$ cat config.mk
export PLATFORM = sky130hd
export DESIGN_NAME = mux_nw_rr
export DESIGN_NICKNAME = d
export VERILOG_FILES = /design/src/rtl/mux_nw_rr.sv
export SDC_FILE = /design/constraint.sdc
export NUM_CORES = 1
export LEC_CHECK = 0
export ABC_AREA = 1
export CAP_MARGIN = 5
export CORE_MARGIN = 2
export CORE_UTILIZATION = 40
export DETAILED_ROUTE_END_ITERATION = 10
export DONT_BUFFER_PORTS = 1
export PLACE_DENSITY = 0.61
export SKIP_LAST_GASP = 1
export SLEW_MARGIN = 20
export SYNTH_ARGS = -nofsm -noshare
export SYNTH_HDL_FRONTEND = slang
export SYNTH_SLANG_ARGS = --single-unit
$ cat constraint.sdc
create_clock -name clk -period 2.1 [get_ports clk]
set_input_delay 0.315 -clock clk [delete_from_list [all_inputs] [get_ports clk]]
set_output_delay 0.315 -clock clk [all_outputs]
set_load 0.03 [all_outputs]
$ cat src/rtl/mux_nw_rr.sv
// N-channel, W-bit valid/ready multiplexer with one registered output stage.
// Selection is round-robin among valid channels (MODE=0) or static from sel (MODE=1).
module mux_nw_rr #(
    parameter int NCH  = 4,
    parameter int W    = 8,
    parameter int MODE = 0,
    parameter int SELW = $clog2(NCH)
) (
    input  logic              clk,
    input  logic              rst_n,
    input  logic [SELW-1:0]   sel,
    input  logic [NCH-1:0]    in_valid,
    input  logic [NCH*W-1:0]  in_data,
    output logic [NCH-1:0]    in_ready,
    output logic              out_valid,
    output logic [W-1:0]      out_data,
    output logic [SELW-1:0]   out_ch,
    input  logic              out_ready
);

    logic            r_valid;
    logic [W-1:0]    r_data;
    logic [SELW-1:0] r_ch;
    logic [SELW-1:0] r_ptr;

    logic            w_accept;
    logic            w_hiHit;
    logic [SELW-1:0] w_hiIdx;
    logic            w_loHit;
    logic [SELW-1:0] w_loIdx;
    logic            w_selHit;
    logic            w_found;
    logic [SELW-1:0] w_win;
    logic [SELW-1:0] w_ptrNext;
    logic [W-1:0]    w_data;
    logic [NCH-1:0]  w_grant;

    assign w_accept = !r_valid || out_ready;

    // Round-robin: the lowest valid index at or above ptr wins; if there is none,
    // the lowest valid index overall wins, which wraps the scan at NCH.
    always_comb begin
        w_hiHit  = 1'b0;
        w_hiIdx  = '0;
        w_loHit  = 1'b0;
        w_loIdx  = '0;
        w_selHit = 1'b0;
        for (int i = NCH - 1; i >= 0; i--) begin
            if (in_valid[i]) begin
                w_loHit = 1'b1;
                w_loIdx = SELW'(i);
                if (SELW'(i) >= r_ptr) begin
                    w_hiHit = 1'b1;
                    w_hiIdx = SELW'(i);
                end
            end
        end
        for (int i = 0; i < NCH; i++) begin
            if ((SELW'(i) == sel) && in_valid[i]) begin
                w_selHit = 1'b1;
            end
        end
        if (MODE == 0) begin
            w_found = w_hiHit || w_loHit;
            w_win   = w_hiHit ? w_hiIdx : w_loIdx;
        end else begin
            w_found = w_selHit;
            w_win   = sel;
        end
    end

    always_comb begin
        w_data  = '0;
        w_grant = '0;
        for (int i = 0; i < NCH; i++) begin
            if (SELW'(i) == w_win) begin
                w_data     = in_data[i*W +: W];
                w_grant[i] = 1'b1;
            end
        end
    end

    assign w_ptrNext = (w_win == SELW'(NCH - 1)) ? '0 : (w_win + SELW'(1));

    assign in_ready = (rst_n && w_accept && w_found) ? w_grant : '0;

    always_ff @(posedge clk or negedge rst_n) begin
        if (!rst_n) begin
            r_valid <= 1'b0;
            r_data  <= '0;
            r_ch    <= '0;
            r_ptr   <= '0;
        end else if (w_accept) begin
            if (w_found) begin
                r_valid <= 1'b1;
                r_data  <= w_data;
                r_ch    <= w_win;
                if (MODE == 0) begin
                    r_ptr <= w_ptrNext;
                end
            end else begin
                r_valid <= 1'b0;
            end
        end
    end

    assign out_valid = r_valid;
    assign out_data  = r_data;
    assign out_ch    = r_ch;

endmodule
**After elaboration in Yosys (flattened, before gate mapping)**

Cells that the tools add are included.

- $add $sub $neg: 1
- Multipliers: 0
- Divide/modulo/power cells: 0
- Magnitude comparators: 4
- Equality and inequality tests: 4
- Shifts and indexed selects: 0
- Mux-type cells: 36
- Bitwise operators: 0
- Reduce and logical (&&, ||, !) cells: 7

Operator list:

| kind | count |
|---|---|
| $mux 8 | 4 |
| $mux 2 | 14 |
| $mux 1 | 17 |
| $eq 2x2->1 const A | 2 |
| $ge 1x2->1 const A | 2 |
| $ge 2x2->1 const A | 2 |
| $mux 4 | 1 |
| $add 2x1->2 const B | 1 |
| $eq 1x2->1 const A | 1 |
| $eq 2x2->1 const B | 1 |
| $logic_and 1x1->1 | 2 |
| $logic_not 2->1 | 1 |
| $logic_or 1x1->1 | 2 |
| $reduce_and 2->1 | 1 |
| $logic_not 1->1 | 1 |

- Register bits: 13
- Latch bits: 0
- RAM bits: 0
- Memory bits (read-only): 0
- Input port bits: 41
- Output and inout bits: 15
- Logic and storage cells: 56
- Memories kept: 0

**Logic depth before layout (Yosys ltp)**

- Depth in word-level cells: 15
- Gate-level depth with buffers: 16
- Depth with buffers taken out: 15

**Worst setup path after synthesis**

No wires, ideal clock.

- Path kind: register to output
- Start: reg r_ptr[1]
- End: out in_ready[3]
- Data arrival time: 1849 ps
- Data required time: 1785 ps
- Setup slack: -64 ps
- Cell stages (with the launch flop): 11
- Path buffers: 2
- Cells stage by stage: dfrtp_1 nor2_1 nor2_1 a21oi_2 nand2_2 inv_1 ha_1 buf_2 buf_2 inv_1 nor2_1

- Cells in the longest elaborated chain, start to end: 13
- Elaborated cells on any way between the ends: 26
- Those cells by class: order compare (4); eq/ne (1); mux (19); reduce/logical (2)

Ends and longest elaborated chain:

| item | RTL line | text |
|---|---|---|
| start: declaration | 24 | `logic [SELW-1:0] r_ptr;` |
| start signal: assignment | 99 | `r_ptr <= w_ptrNext;` |
| $ge 2x2->1 | 52 | `if (SELW'(i) >= r_ptr) begin` |
| $mux 2 / $mux 1 (equally long branches) | 52 |  |
| $mux 2 / $mux 1 (equally long branches) | 49 | `if (in_valid[i]) begin` |
| $mux 2 / $mux 1 (equally long branches) | 52 |  |
| $mux 2 / $mux 1 (equally long branches) | 49 |  |
| $mux 2 / $mux 1 (equally long branches) | 52 |  |
| $mux 2 / $mux 1 (equally long branches) | 49 |  |
| $mux 2 / $mux 1 (equally long branches) | 52 |  |
| $mux 2 / $mux 1 (equally long branches) | 49 |  |
| $mux 2 * | 65 | `w_win = w_hiHit ? w_hiIdx : w_loIdx;` |
| net w_win[0] | 33 | `logic [SELW-1:0] w_win;` |
| $eq 2x2->1 * | 76 | `if (SELW'(i) == w_win) begin` |
| $mux 1 * | 76 |  |
| $mux 4 * | 85 | `assign in_ready = (rst_n && w_accept && w_found) ? w_grant : '0;` |
| end: declaration | 14 | `output logic [NCH-1:0] in_ready,` |

The timed path passes the listed nets; every way through them passes the cells marked *.

**Final worst setup path**

- Start: reg r_ptr[1]
- End: out in_ready[2]

The elaborated chain is that of the path after synthesis.

==> flow_summary.ini <==
[sta]
final-setup-viol-count = 0
period_minus_slack_ns = 2.023
hold_viol = 0
final_max_slew_viol_count = 0
timing.fmax_mhz = 494.4
fin_tns_setup_ns = 0
worst_pin_slew_ns = 0.5528
finalClockSkew_ns = 0.002770
rsz0062_at_grt = true
slew_headroom_pct = 63.03
fin_crit_sh_pct = 96.32

[clock_network]
clkTransAtPathRegs_ns = 0.07
cts_root_buf = clkbuf_4
clock_latency_ns = 0.26
cts_tree = done
cts_buffer_depth = 2
htree_levels = 1
cts_sinks = 13
numCtsBuffers = 3

[worst_setup_path]
crit_start = r_ptr[1]$_DFFE_PN0P_
path_max_fanout = 9
worstSetupPathType = flip-flop to primary output
path_common_cell = nand2_2
crit_required_ns = 1.78
end_kind = primary output
worstReg2RegEnd = out_data[0]$_DFFE_PN0P_
slowest_stage = dfrtp_1
worstReg2RegStart = r_ptr[1]$_DFFE_PN0P_
crit_chain = nand2_2 -> a21oi_2 -> nand2_1 -> nand2_2 -> inv_2 -> ha_4 -> inv_6 -> nor2_1 -> buf_4
worst_setup_path_start_kind = flip-flop
crit_end = in_ready[2]
ff2ff_path_depth = 14
arrival_ns = 1.71
r2r_slack_ns = 0.23
cp_slowest_stage_delay_ns = 0.44

[die]
rows = 18
dieHeight_um = 54.21
fp.dieArea_mm2 = 0.002939
core_mm2 = 0.002432
die_w_um = 54.21
boundaryPins = 56
initial_utilization_pct = 41.46

[route]
first_pass_iters = 3
viasPerCell = 4.850
ant_nets = 0
remaining_drc_errors = 0
wl_per_cell_um = 11.46
num_vias = 970
initialDrtViolationCount = 6
totalWireLength_um = 2291

[logic_synthesis]
yosysTopAreaCell = dfrtp_1
synthMuxAreaShare_pct = 0
synth-edff-count = 0
synthAdderAreaFrac_pct = 4.963
synthArstFlopShare_pct = 100.0
synth_compound_area_share_pct = 7.072
syn_area_per_cell_um2 = 6.303
yosysUniqueCellTypes = 18
synth.area.top_cells = dfrtp_1 (32%), nand2_1 (30%), nor2_1 (8.2%)
ys_seq_area_share_pct = 32.26
synth_top_family_by_area = simple AND/OR/NAND/NOR gates
synthesis.area_mm2 = 0.001008
synth_fp_nets = 205
ys.flop_type = dfrtp_1
yosys.area_share.simple_pct = 47.52
synth_top_area_share_pct = 32.26
synth-seq-cells = 13
yosys_warnings = 0
synthCells = 160
synth_xor_area_share_pct = 0

[finish]
fin_area_mm2 = 0.001195
insertedDiodeCount = 0
drive_above_1_share_pct = 24.71
fill_cells = 256
layout_common_cells = nand2_1 (78), nor2_1 (19), dfrtp_1 (13), buf_4 (10), a21oi_1 (8)
finalNonFillerCells = 200
area_delta_synth_final_pct = 18.49
mostFrequentLayoutCell = nand2_1
nets = 216

[placement]
place_congestion = 0.7525
port-buffer-count = 0
dp_cells = 190
dp_hpwl_um = 1797
postPlaceCellArea_mm2 = 0.001052

[global_route]
antenna_found_initial = 0
grt_max_degree = 17
grt_pass1_wl_um = 3491
grt_pass1_vias = 882
track_usage_pct = 15.77
grt.overflow.total = 0

[power_and_ir_drop]
p_per_area_mw_per_mm2 = 1415
ir_drop_mv = 0.6228
power.leakage_nw = 0.6334

[job]
max-cap-violations = 0

[hold_path]
min_path_type = primary input to flip-flop

[status]
status = complete, no violations
==> sequential cells by signal (all words and copies together) (netlist names) <==
signal and cells:
r_ptr 2, out_ch 2, out_valid 1, out_data 8
==> critical path: cells and delay by family, from the launching register on <==
kind,cells,cell delay [ns]
AND/OR/NAND/NOR,4,0.35
buffers and inverters,3,0.32
adder cells (fa/ha/maj),1,0.18
AO/OA/AOI/OAI,1,0.16
flip-flops,1,0.44
==> how the worst min path moves through the flow <==
stage          depth (start not counted)                      end         from  slack, ns
3_5_place_dp                           0    out_ch[0]$_DFFE_PN0P_        rst_n       0.02
4_1_cts                                0    out_ch[1]$_DFFE_PN0P_        rst_n      -0.27
5_1_grt                                4  out_data[2]$_DFFE_PN0P_  in_data[26]       0.27
2_1_floorplan                          0    out_ch[0]$_DFFE_PN0P_        rst_n       0.02
6_report                               4  out_data[2]$_DFFE_PN0P_  in_data[26]       0.26
3_3_place_gp                           0    out_valid$_DFFE_PN0N_        rst_n       0.02
==> through the flow <==
step,setup WS [ns],hold slack (ns),total power [W],utilization [%]
after floorplan,0.05547,0.01941,0.001235,-
after CTS,-0.004828,-0.2731,0.001587,45.37
final,0.07730,0.2554,0.001691,49.13
after global placement,0.1775,0.01964,0.001372,43.26
after detailed placement,0.1189,0.01957,0.001394,43.26
after global routing,-0.01753,0.2742,0.001865,49.13
==> Yosys cell counts, types with 2 or more instances <==
cell type,instances
a21oi_1,8
a21oi_2,3
buf_2,3
buf_4,2
dfrtp_1,13
ha_1,4
inv_1,8
inv_2,3
nand2_1,81
nand2_2,3
nand3_1,2
nand3_2,2
nor2_1,22
nor2_2,2
==> final cells by class <==
cell class	count	area [um2]	share of cell area (%)
Tap cell	30	37.54	3.141
Timing Repair Buffer	12	96.34	8.063
Multi-Input combinational cell	130	658.1	55.08
Inverter	11	51.30	4.293
Sequential cell	13	325.3	27.23
Clock buffer	4	26.28	2.199
==> per-layer routing <==
metal | share of wire (%) | wire, um | vias up | GRT usage [%]
li1 | - | - | 504 | -
met1 | 40 | 927 | 441 | 19.32
met2 | 54 | 1236 | 25 | 28.71
met3 | 5.5 | 127 | 0 | 3.279
met4 | 0 | 0 | 0 | 2.500
met5 | 0 | 0 | - | 0
==> what timing repair did <==
item / in CTS / in global routing
gates resized for setup: 5 / 16
hold endpoints to repair: 13 / 13
setup endpoints to repair: 4 / 10
buffers inserted: 1 / 4
gates cloned: 0 / 0
pin swaps: 1 / 10
==> cell families (layout without fill, tap and decap cells) <==
logic type / after synthesis / count (layout)
compound gates: 12 / 12
buf+inv: 17 / 27
simple gates: 114 / 114
fa+ha+maj: 4 / 4
flops: 13 / 13
==> power breakdown <==
part           switching, W  internal, W  leakage, nW
Combinational      0.000562     0.000376        0.459
Clock             0.0000696    0.0000734       0.0150
Sequential         0.000258     0.000353        0.160
Total              0.000889     0.000802        0.633
Note: power is estimated with default switching activity, not from simulation.
